`config.mk`:
```
export PLATFORM = sky130hd
export DESIGN_NAME = uart_cmd_ctrl
export DESIGN_NICKNAME = d
export VERILOG_FILES = /design/src/rtl/uart_cmd_pkg.sv /design/src/rtl/uart_cmd_timeout.sv /design/src/rtl/uart_cmd_ctrl.sv
export SDC_FILE = /design/constraint.sdc
export NUM_CORES = 1
export LEC_CHECK = 0
export BUFFER_PORTS_ARGS = -buffer_cell sky130_fd_sc_hd__buf_2
export CAP_MARGIN = 20
export CORE_ASPECT_RATIO = 0.75
export CORE_MARGIN = 3
export CORE_UTILIZATION = 31
export DETAILED_ROUTE_END_ITERATION = 10
export SLEW_MARGIN = 25
export SYNTH_ARGS = -nofsm -noshare
export SYNTH_HDL_FRONTEND = slang
export SYNTH_SLANG_ARGS = --single-unit
```
`constraint.sdc`:
```
create_clock -name clk -period 2.1 [get_ports clk]
set_clock_uncertainty 0.05 [all_clocks]
set_input_delay 0.21 -clock clk [delete_from_list [all_inputs] [get_ports clk]]
set_output_delay 0.21 -clock clk [all_outputs]
set_load 0.1 [all_outputs]
```
`src/rtl/uart_cmd_pkg.sv`:
```
// Shared state encoding and command/response byte codes for the UART command controller.
package uart_cmd_pkg;

  typedef enum logic [2:0] {
    StIdle,
    StGetAddr,
    StGetData,
    StBusWr,
    StBusRd,
    StSend
  } state_e;

  localparam logic [7:0] CMD_WR  = 8'h57;  // 'W'
  localparam logic [7:0] CMD_RD  = 8'h52;  // 'R'
  localparam logic [7:0] RSP_OK  = 8'h4B;  // 'K'
  localparam logic [7:0] RSP_ERR = 8'h45;  // 'E'

endpackage

```
`src/rtl/uart_cmd_timeout.sv`:
```
// Inter-byte timeout counter: cleared on demand, counts while enabled, flags the final cycle.
module uart_cmd_timeout #(
  parameter int unsigned Cycles = 1000000
) (
  input  logic clk,
  input  logic reset_n,
  input  logic clear,
  input  logic count,
  output logic expired
);

  localparam int unsigned CntW = (Cycles > 1) ? $clog2(Cycles) : 1;

  logic [CntW-1:0] cnt_q;

  assign expired = count && (cnt_q == CntW'(Cycles - 1));

  always_ff @(posedge clk) begin
    if (!reset_n) begin
      cnt_q <= '0;
    end else if (clear) begin
      cnt_q <= '0;
    end else if (count && !expired) begin
      cnt_q <= cnt_q + CntW'(1);
    end
  end

endmodule

```
`src/rtl/uart_cmd_ctrl.sv`:
```
// UART command controller: decodes 'W'/'R' frames from the RX FIFO into single bus transactions.
// Optional inter-byte timeout enabled by defining UART_CMD_TIMEOUT_EN.
module uart_cmd_ctrl
  import uart_cmd_pkg::*;
#(
  parameter int unsigned ADDR_W      = 8,
  parameter int unsigned DATA_W      = 16,
  parameter int unsigned TIMEOUT_CYC = 1000000
) (
  input  logic              clk,
  input  logic              reset_n,
  input  logic              rx_empty,
  input  logic [7:0]        r_data,
  output logic              rd_uart,
  input  logic              tx_full,
  output logic              wr_uart,
  output logic [7:0]        w_data,
  output logic [ADDR_W-1:0] bus_addr,
  output logic [DATA_W-1:0] bus_wdata,
  output logic              bus_we,
  output logic              bus_re,
  input  logic [DATA_W-1:0] bus_rdata,
  input  logic              bus_ack,
  output logic              busy,
  output logic              err
);

  localparam int unsigned AddrBytes = ADDR_W / 8;
  localparam int unsigned DataBytes = DATA_W / 8;
  localparam int unsigned MaxBytes  = ((ADDR_W > DATA_W) ? ADDR_W : DATA_W) / 8;
  localparam int unsigned CntW      = $clog2(MaxBytes) + 1;

  // Single-byte replies sit in the MSB lane so SEND can shift uniformly.
  localparam logic [DATA_W-1:0] TxOk  = DATA_W'(RSP_OK) << (DATA_W - 8);
  localparam logic [DATA_W-1:0] TxErr = DATA_W'(RSP_ERR) << (DATA_W - 8);

  state_e            state_q;
  logic [CntW-1:0]   cnt_q;
  logic [CntW-1:0]   len_q;
  logic              is_rd_q;
  logic [ADDR_W-1:0] addr_q;
  logic [DATA_W-1:0] wdata_q;
  logic [DATA_W-1:0] tx_q;
  logic              bus_we_q;
  logic              bus_re_q;
  logic              err_q;
  logic              timed_out;

  assign rd_uart   = (state_q inside {StIdle, StGetAddr, StGetData}) && !rx_empty;
  assign wr_uart   = (state_q == StSend) && !tx_full;
  assign w_data    = tx_q[DATA_W-1 -: 8];
  assign bus_addr  = addr_q;
  assign bus_wdata = wdata_q;
  assign bus_we    = bus_we_q;
  assign bus_re    = bus_re_q;
  assign busy      = (state_q != StIdle);
  assign err       = err_q;

`ifdef UART_CMD_TIMEOUT_EN
  logic tmr_clear;
  logic tmr_count;

  assign tmr_clear = rd_uart || (state_q == StIdle);
  assign tmr_count = (state_q == StGetAddr) || (state_q == StGetData);

  uart_cmd_timeout #(
    .Cycles(TIMEOUT_CYC)
  ) u_timeout (
    .clk    (clk),
    .reset_n(reset_n),
    .clear  (tmr_clear),
    .count  (tmr_count),
    .expired(timed_out)
  );
`else
  logic unused_timeout_cyc;
  assign unused_timeout_cyc = ^TIMEOUT_CYC;
  assign timed_out          = 1'b0;
`endif

  always_ff @(posedge clk) begin
    if (!reset_n) begin
      state_q  <= StIdle;
      cnt_q    <= '0;
      len_q    <= '0;
      is_rd_q  <= 1'b0;
      addr_q   <= '0;
      wdata_q  <= '0;
      tx_q     <= '0;
      bus_we_q <= 1'b0;
      bus_re_q <= 1'b0;
      err_q    <= 1'b0;
    end else begin
      err_q <= 1'b0;
      unique case (state_q)
        StIdle: begin
          if (!rx_empty) begin
            cnt_q   <= '0;
            is_rd_q <= (r_data == CMD_RD);
            if ((r_data == CMD_WR) || (r_data == CMD_RD)) begin
              state_q <= StGetAddr;
            end else begin
              tx_q    <= TxErr;
              len_q   <= CntW'(1);
              err_q   <= 1'b1;
              state_q <= StSend;
            end
          end
        end
        StGetAddr: begin
          if (!rx_empty) begin
            addr_q <= (addr_q << 8) | ADDR_W'(r_data);
            if (cnt_q == CntW'(AddrBytes - 1)) begin
              cnt_q <= '0;
              if (is_rd_q) begin
                bus_re_q <= 1'b1;
                state_q  <= StBusRd;
              end else begin
                state_q <= StGetData;
              end
            end else begin
              cnt_q <= cnt_q + CntW'(1);
            end
          end else if (timed_out) begin
            tx_q    <= TxErr;
            len_q   <= CntW'(1);
            err_q   <= 1'b1;
            state_q <= StSend;
          end
        end
        StGetData: begin
          if (!rx_empty) begin
            wdata_q <= (wdata_q << 8) | DATA_W'(r_data);
            if (cnt_q == CntW'(DataBytes - 1)) begin
              cnt_q    <= '0;
              bus_we_q <= 1'b1;
              state_q  <= StBusWr;
            end else begin
              cnt_q <= cnt_q + CntW'(1);
            end
          end else if (timed_out) begin
            tx_q    <= TxErr;
            len_q   <= CntW'(1);
            err_q   <= 1'b1;
            state_q <= StSend;
          end
        end
        StBusWr: begin
          if (bus_ack) begin
            bus_we_q <= 1'b0;
            tx_q     <= TxOk;
            len_q    <= CntW'(1);
            state_q  <= StSend;
          end
        end
        StBusRd: begin
          if (bus_ack) begin
            bus_re_q <= 1'b0;
            tx_q     <= bus_rdata;
            len_q    <= CntW'(DataBytes);
            state_q  <= StSend;
          end
        end
        StSend: begin
          if (!tx_full) begin
            tx_q  <= tx_q << 8;
            len_q <= len_q - CntW'(1);
            if (len_q == CntW'(1)) begin
              state_q <= StIdle;
            end
          end
        end
        default: state_q <= StIdle;
      endcase
    end
  end

endmodule

```
# Word level (Yosys, flattened, before mapping)
# Cells that the tools add are included.
# word_totals
ramBits	0
n_memories	0
inputBits	29
reg_bits	51
latch_bits	0
word_cells	97
romBits	0
output_inout_bits	38
# classes
order_cmp	0
div	0
bitwise	4
n_shift	0
eq_ne	21
add_sub_neg	2
mul	0
muxes	38
reduce_logical	22
# op_table
operator	n
16-bit 2-to-1 mux	5
16-bit case mux with 4 select lines	1
3-bit 2-to-1 mux	10
2-bit 2-to-1 mux	10
8-bit by 7-bit equality test with 1-bit output, second input constant	2
2-bit != test, second input constant	8
16-bit by 8-bit bitwise OR with 16-bit output	1
3-bit case mux with 5 select lines	1
2-bit by 1-bit != test with 1-bit output, second input constant	4
2-bit case mux with 4 select lines	1
4-bit AND reduction	2
8-bit AND reduction	1
1-bit 2-to-1 mux	7
3-bit by 2-bit equality test with 1-bit output, second input constant	2
3-bit equality test, second input constant	2
2-bit case mux with 3 select lines	1
2-bit AND reduction	3
6-bit AND reduction	1
3-bit nonzero test	2
5-bit AND reduction	1
2-bit by 1-bit equality test with 1-bit output, second input constant	2
1-bit case mux with 2 select lines	2
2-bit nonzero test	2
4-bit nonzero test	1
11 further kinds	15

# Logic depth before layout (Yosys ltp)
# Gate-level depths: netlist of run 1.
# depth
word_depth	5
mapped_depth	7
depth_no_buf	7

# Worst setup path after synthesis of run 1
# No wires, ideal clock.
# synth_path
path_type	reg-to-reg
from	register state_q[1]
to	register cnt_q[0]
t_arrival_ns	3.350
path_slack_ns	-1.428
stages_incl_launch_ff	7
t_required_ns	1.922
synth_period_minus_slack_ns	3.528
n_path_buf	2
setup_ns	0.128
cell_sequence	dfxtp_1 buf_4 clkbuf_1 a211oi_1 nor2_1 a21oi_1 nor2_1
# synth_between
elab_chain_cells	3
word_cells_on_any_way	9
classes_between	eq/ne: 5; mux: 1; reduce/logical: 3
# synth_rtl
item	line_no	source
start: declaration	uart_cmd_ctrl.sv:37	state_e state_q;
start signal: assignment	uart_cmd_ctrl.sv:83	state_q <= StIdle;
start signal: assignment	uart_cmd_ctrl.sv:101	state_q <= StGetAddr;
start signal: assignment	uart_cmd_ctrl.sv:106	state_q <= StSend;
3-bit by 2-bit equality test with 1-bit output, or another cell as far along	uart_cmd_ctrl.sv:95	unique case (state_q)
2-bit != test (no line) / 3-bit nonzero test (equally long branches)	n/a	
4-bit AND reduction (no line)	n/a	
end signal: assignment	uart_cmd_ctrl.sv:122	cnt_q <= cnt_q + CntW'(1);
end signal: assignment	uart_cmd_ctrl.sv:139	cnt_q <= cnt_q + CntW'(1);
end: declaration	uart_cmd_ctrl.sv:38	logic [CntW-1:0] cnt_q;
# Several ways; a longest one is shown, not always the timed one.
# A chain may end at the register's enable or synchronous reset.

# Worst setup path in the final report of run 1
# layout_path
from	register state_q[2]
to	output rd_uart
# layout_between
elab_chain_cells	3
word_cells_on_any_way	5
classes_between	eq/ne: 2; reduce/logical: 3
# layout_rtl
item	line_no	source
3-bit by 1-bit equality test with 1-bit output, or another cell as far along	uart_cmd_ctrl.sv:49	assign rd_uart = (state_q inside {StIdle, StGetAddr, StGetData}) && !rx_empty;
3-bit nonzero test (no line) *	n/a	
1-bit logical AND *	uart_cmd_ctrl.sv:49	
end: declaration	uart_cmd_ctrl.sv:14	output logic rd_uart,
# Mark *: on every way between the ends. The rest lies on a longest branch, timed or not.

==> results of run 1 <==
per-layer routing:
layer,share of wire,track usage,vias to the layer above
met4,0.018,0.0524,0
met3,0.054,0.0440,11
met2,0.43,0.210,46
met1,0.50,0.202,990
met5,0,0,-
li1,-,-,1123
power groups by stage:
stage	Clock, mW	Sequential (mW)	Combinational [mW]
2_1_floorplan	0	1.42	1.39
3_3_place_gp	0	1.24	1.90
3_5_place_dp	0	1.24	1.91
4_1_cts	0.587	1.22	1.91
5_1_grt	0.631	1.25	2.04
6_report	0.563	1.22	1.90
state kept, by name, indices dropped and copies added, names as in the netlist:
signal,count
bus_addr,8
len_q,2
bus_re,1
is_rd_q,1
bus_wdata,16
err,1
state_q,3
bus_we,1
cnt_q,2
tx_q,16
synthesized netlist by cell type, types with 2 or more instances:
cell type   n
nor2b_1     2
nand2b_1    3
inv_1       8
clkbuf_1   11
ha_1        4
buf_4      10
a21oi_1    33
nand2_1    75
o22ai_1     3
and2_1      2
a211oi_1    2
o21ai_0     4
buf_2       6
nor3b_1     2
nor3_1      5
o221a_1     3
mux2i_1     4
nor2_1     14
o21ai_1    12
dfxtp_1    51
or3_1       2
o31ai_1     2
nand3_1    14
path summary, 6_finish.rpt:
| kind | startpoint | end | cells past startpoint | slack [ns] |
|---|---|---|---|---|
| hold / removal | bus_rdata[1] | tx_q[1]$_SDFFE_PN0P_ | 3 | 0.07 |
| hold reg to reg | tx_q[7]$_SDFFE_PN0P_ | tx_q[7]$_SDFFE_PN0P_ | 2 | 0.40 |
| setup / recovery | state_q[2]$_SDFFE_PN0P_ | rd_uart | 3 | 0.09 |
| setup reg to reg | state_q[2]$_SDFFE_PN0P_ | state_q[2]$_SDFFE_PN0P_ | 6 | 0.24 |
tightest hold or removal path, delay by kind of cell:
kind                   cells  cell delay, ns
buffers and inverters      1            0.07
and+or+nand+nor            1            0.05
AOI/OAI and AO/OA          1            0.06
logic make-up (layout without fill, tap and decap cells):
family,count (synthesis),count (layout),share of synthesized area
buf+inv,36,95,0.0795
compound gates,73,73,0.199
flops,51,51,0.432
simple gates,128,128,0.243
mux,5,5,0.0217
fa+ha+maj,4,4,0.0212
xor+xnor,1,1,0.00371
final cells by class:
cell class | instances | area share
tap | 98 | 0.0422
multi-input combinational | 211 | 0.405
inverter | 8 | 0.0103
clock inverter | 2 | 0.00431
timing repair buffer | 79 | 0.161
sequential | 51 | 0.352
clock buffer | 6 | 0.0250
per-stage QoR:
| stage | utilization | setup WS, ns | cell area (sq um) |
|---|---|---|---|
| floorplan | - | 0.0588 | 2380 |
| global placement | 0.397 | 0.303 | 2820 |
| detailed placement | 0.397 | 0.277 | 2820 |
| CTS | 0.409 | 0.0978 | 2900 |
| global route | 0.409 | 0.0207 | 2900 |
| finish | 0.409 | 0.0926 | 2900 |
==> flow_summary.json, run 1 <==
{
  "grt_start_max_net_pins": 30,
  "dr.pass1.iters": 4,
  "yosysSeqAreaShare": 0.432,
  "finalHoldViolCount": 0,
  "cpPeakStageDelay_ns": 0.48,
  "path_clk_slew_ns": 0.10,
  "yosysTopAreaCell": "dfxtp_1",
  "p_clk_frac": 0.152,
  "yosys_warnings": 0,
  "final-seq-area_sq_um": 1020,
  "tightest_slew_ns": 0.606,
  "p_comb_frac": 0.516,
  "critical_path_arrival_ns": 1.75,
  "first_global_vias": 2056,
  "drc_errors": 0,
  "initial_core_util": 0.333,
  "syn_nets": 331,
  "final.min_clock_period_ns": 2.01,
  "cts_buffer_depth": 2,
  "cp_top_family": "buffers and inverters",
  "synthDistinctLibCells": 49,
  "syn_avg_cell_area_sq_um": 7.92,
  "hold_buffers": 0,
  "synth_edf_count": 0,
  "relSlewSlack": 0.595,
  "grt_pass1_wl_microns": 10100,
  "synthCells": 298,
  "drtIter0Drc": 164,
  "fin_nets": 389,
  "fillers": 767,
  "gp_congestion": 0.867,
  "postCtsSetupBuffers": 0,
  "crit_buf_inv": 2,
  "area_growth_pct": 22.9,
  "synth_top_cell_area_share": 0.432,
  "final_cell_mix": "nand2_1, buf_2, dfxtp_1",
  "power.density_nw_per_um2": 1270,
  "setup_violations": 0,
  "crit_type": "reg -> out",
  "status": "complete, no violations",
  "start_kind": "flip-flop",
  "pwr-share-seq": 0.331,
  "grt_usage": 0.145,
  "cts_root_buffer": "clkbuf_8",
  "cp_slowest_cell": "buf_2",
  "antenna_found_initial": 0,
  "cts_tree": "yes",
  "power_mw": 3.69,
  "die_h_microns": 81.6,
  "synth_area_sq_um": 2360,
  "multi_input_area_sq_um": 1180,
  "clock.fmax_mhz": 498,
  "drt-total-wl_microns": 6110,
  "maxSlewViolCount": 0,
  "vias_per_cell": 4.77,
  "rsz0062_at_grt": "no",
  "placed_cells": 447,
  "p_leak_nw": 1.20,
  "peakVddDrop_v": 0.000681,
  "synthArstFlopShare": 0,
  "synth_seq_cells": 51,
  "cp_data_required_time_ns": 1.84,
  "final.setup.tns_ns": 0,
  "die_w_microns": 107,
  "fin_hold_ws_ns": 0.0707,
  "p_sw_mw": 1.82,
  "place_hpwl_microns": 4620,
  "cap_violations": 0,
  "drive_gt1_frac": 0.261,
  "mostFrequentLayoutCell": "nand2_1",
  "crit_path_max_fanout": 14,
  "hold_path.class": "in -> reg",
  "cp-end-kind": "primary output",
  "io_pins": 67,
  "postRouteAntennaNets": 0,
  "swShare": 0.493,
  "crit_chain": "buf_4, a211oi_4, buf_2",
  "synth.area.top_cells": "dfxtp_1, nand2_1, a21oi_1, buf_4, nand3_1",
  "wl_per_cell_microns": 13.4,
  "core_area_sq_um": 7090,
  "final_cell_count_no_fill": 455,
  "cts.repair.resized": 0,
  "htree_levels": 2,
  "rows": 26,
  "io_buffer_count": 66,
  "clk-insertion-delay-late_ns": 0.31,
  "internal_power_mw": 1.87,
  "numCtsBuffers": 5,
  "cts_sinks": 51,
  "antenna_cells": 0,
  "synthFlopType": "dfxtp_1",
  "fin_crit_sh": 0.956,
  "die_area_sq_um": 8710,
  "overflow": 0,
  "vias": 2170
}
No activity file was read; power rests on OpenSTA's default activity.
==> run 2, diff against run 1 <==
Settings changed: ABC_CLOCK_PERIOD_IN_PS from default to 2400.
Clock period 2.1 ns to 2.4 ns, I/O delays scaled along.
==> flow_summary.json, run 2 (synthesis gave the netlist of run 1 again) <==
{
  "p_leak_nw": 1.19,
  "hold_path.class": "in -> reg",
  "area_growth_pct": 21.9,
  "pre_cts_slack_ns": 0.436,
  "relSlewSlack": 0.577,
  "r2r_setup_slack_ns": 0.42,
  "cts_sinks": 51,
  "pwr-share-seq": 0.328,
  "gp_congestion": 0.785,
  "place_hpwl_microns": 4580,
  "status": "complete, no violations",
  "first_global_vias": 2036,
  "cap_violations": 0,
  "grt_start_max_net_pins": 28,
  "cp-end-kind": "primary output",
  "cts_tree": "yes",
  "setup_ws_ns": 0.220,
  "rr_worst_depth": 5,
  "wl_per_cell_microns": 13.6,
  "drt-total-wl_microns": 6120,
  "rsz0062_at_grt": "no",
  "cts_buffer_depth": 2,
  "fin_crit_sh": 0.908,
  "path_clk_slew_ns": 0.10,
  "crit_path_start": "state_q[0]$_SDFFE_PN0P_",
  "critical_path_arrival_ns": 1.89,
  "internal_power_mw": 1.73,
  "use_met1": 0.204,
  "cts_root_buffer": "clkbuf_8",
  "drc_errors": 0,
  "core_area_sq_um": 7090,
  "rows": 26,
  "grt.busiest_layer": "met1",
  "fillers": 780,
  "clk-insertion-delay-late_ns": 0.31,
  "power.density_nw_per_um2": 1160,
  "swShare": 0.481,
  "p_clk_frac": 0.195,
  "drive_gt1_frac": 0.255,
  "antenna_cells": 0,
  "finalHoldViolCount": 0,
  "cp_data_required_time_ns": 2.11,
  "vias_per_cell": 4.70,
  "crit_type": "reg -> out",
  "postCtsSetupBuffers": 0,
  "io_pins": 67,
  "setup_violations": 0,
  "overflow": 0,
  "hold_buffers": 0,
  "mostFrequentLayoutCell": "nand2_1",
  "cts.repair.resized": 0,
  "final_cell_mix": "nand2_1, buf_2, dfxtp_1",
  "htree_levels": 2,
  "start_kind": "flip-flop",
  "use_met3": 0.0322,
  "peakVddDrop_v": 0.000548,
  "crit_path_max_fanout": 15,
  "vias": 2119,
  "met2_usage": 0.204,
  "maxSlewViolCount": 0,
  "grt_pass1_wl_microns": 9880,
  "postRouteAntennaNets": 0,
  "tightest_slew_ns": 0.633,
  "final.setup.tns_ns": 0,
  "numCtsBuffers": 5,
  "die_w_microns": 107,
  "power_mw": 3.33,
  "die_area_sq_um": 8710,
  "clock.fmax_mhz": 459,
  "r2r-end": "state_q[2]$_SDFFE_PN0P_",
  "crit_end": "wr_uart",
  "antenna_found_initial": 0,
  "fin_nets": 385,
  "drtIter0Drc": 108,
  "worstReg2RegStart": "state_q[1]$_SDFFE_PN0P_",
  "grt_usage": 0.141,
  "initial_core_util": 0.333,
  "dr.pass1.iters": 4,
  "p_sw_mw": 1.60,
  "final.min_clock_period_ns": 2.18,
  "io_buffer_count": 66,
  "p_comb_frac": 0.477,
  "die_h_microns": 81.6
}
[run 2: stage by stage]
step	hold WS, ns	util	cell area (sq um)	std cells
3_5_place_dp	0.394	0.389	2760	443
2_1_floorplan	0.326	-	2380	298
3_3_place_gp	0.388	0.389	2760	443
5_1_grt	0.108	0.406	2880	451
4_1_cts	0.0956	0.406	2880	451
6_report	0.0996	0.406	2880	451
[run 2: layout make-up]
class                   count  area [sq um]  share of cell area
clock buffers               6          82.6              0.0287
clock inverters             2          38.8              0.0135
inverters                   8          30.0              0.0104
multi-input cells         211          1170               0.407
flip-flops and latches     51          1020               0.355
well taps                  98           123              0.0426
repair buffers             75           413               0.143
[run 2: worst min path at each step]
| stage | startpoint | end | slack (ns) | cells past startpoint |
|---|---|---|---|---|
| 2_1_floorplan | r_data[0] | bus_addr[0]$_SDFFE_PN0P_ | 0.33 | 2 |
| 3_3_place_gp | tx_q[4]$_SDFFE_PN0P_ | tx_q[4]$_SDFFE_PN0P_ | 0.39 | 2 |
| 3_5_place_dp | bus_wdata[8]$_SDFFE_PN0P_ | bus_wdata[8]$_SDFFE_PN0P_ | 0.39 | 2 |
| 4_1_cts | bus_rdata[2] | tx_q[2]$_SDFFE_PN0P_ | 0.1 | 3 |
| 5_1_grt | bus_rdata[0] | tx_q[0]$_SDFFE_PN0P_ | 0.11 | 3 |
| 6_report | bus_rdata[2] | tx_q[2]$_SDFFE_PN0P_ | 0.1 | 3 |
[run 2: critical path, cell delays in order (launching register included)]
cell and delay, ns:
dfxtp_1 0.73, nand2_1 0.28, nor3b_2 0.35, buf_12 0.22
[run 2: routing by layer]
metal / wire (microns) / up-vias / part of all wire
li1: - / 1121 / -
met1: 3140 / 944 / 0.51
met2: 2540 / 42 / 0.42
met3: 300 / 12 / 0.049
met4: 137 / 0 / 0.022
met5: 0 / - / 0
[run 2: power groups by stage]
stage	Combinational [mW]	Sequential [mW]	Clock [mW]
floorplan	1.21	1.24	0
global placement	1.58	1.11	0
detailed placement	1.59	1.11	0
CTS	1.59	1.09	0.666
global route	1.70	1.11	0.699
finish	1.59	1.09	0.649
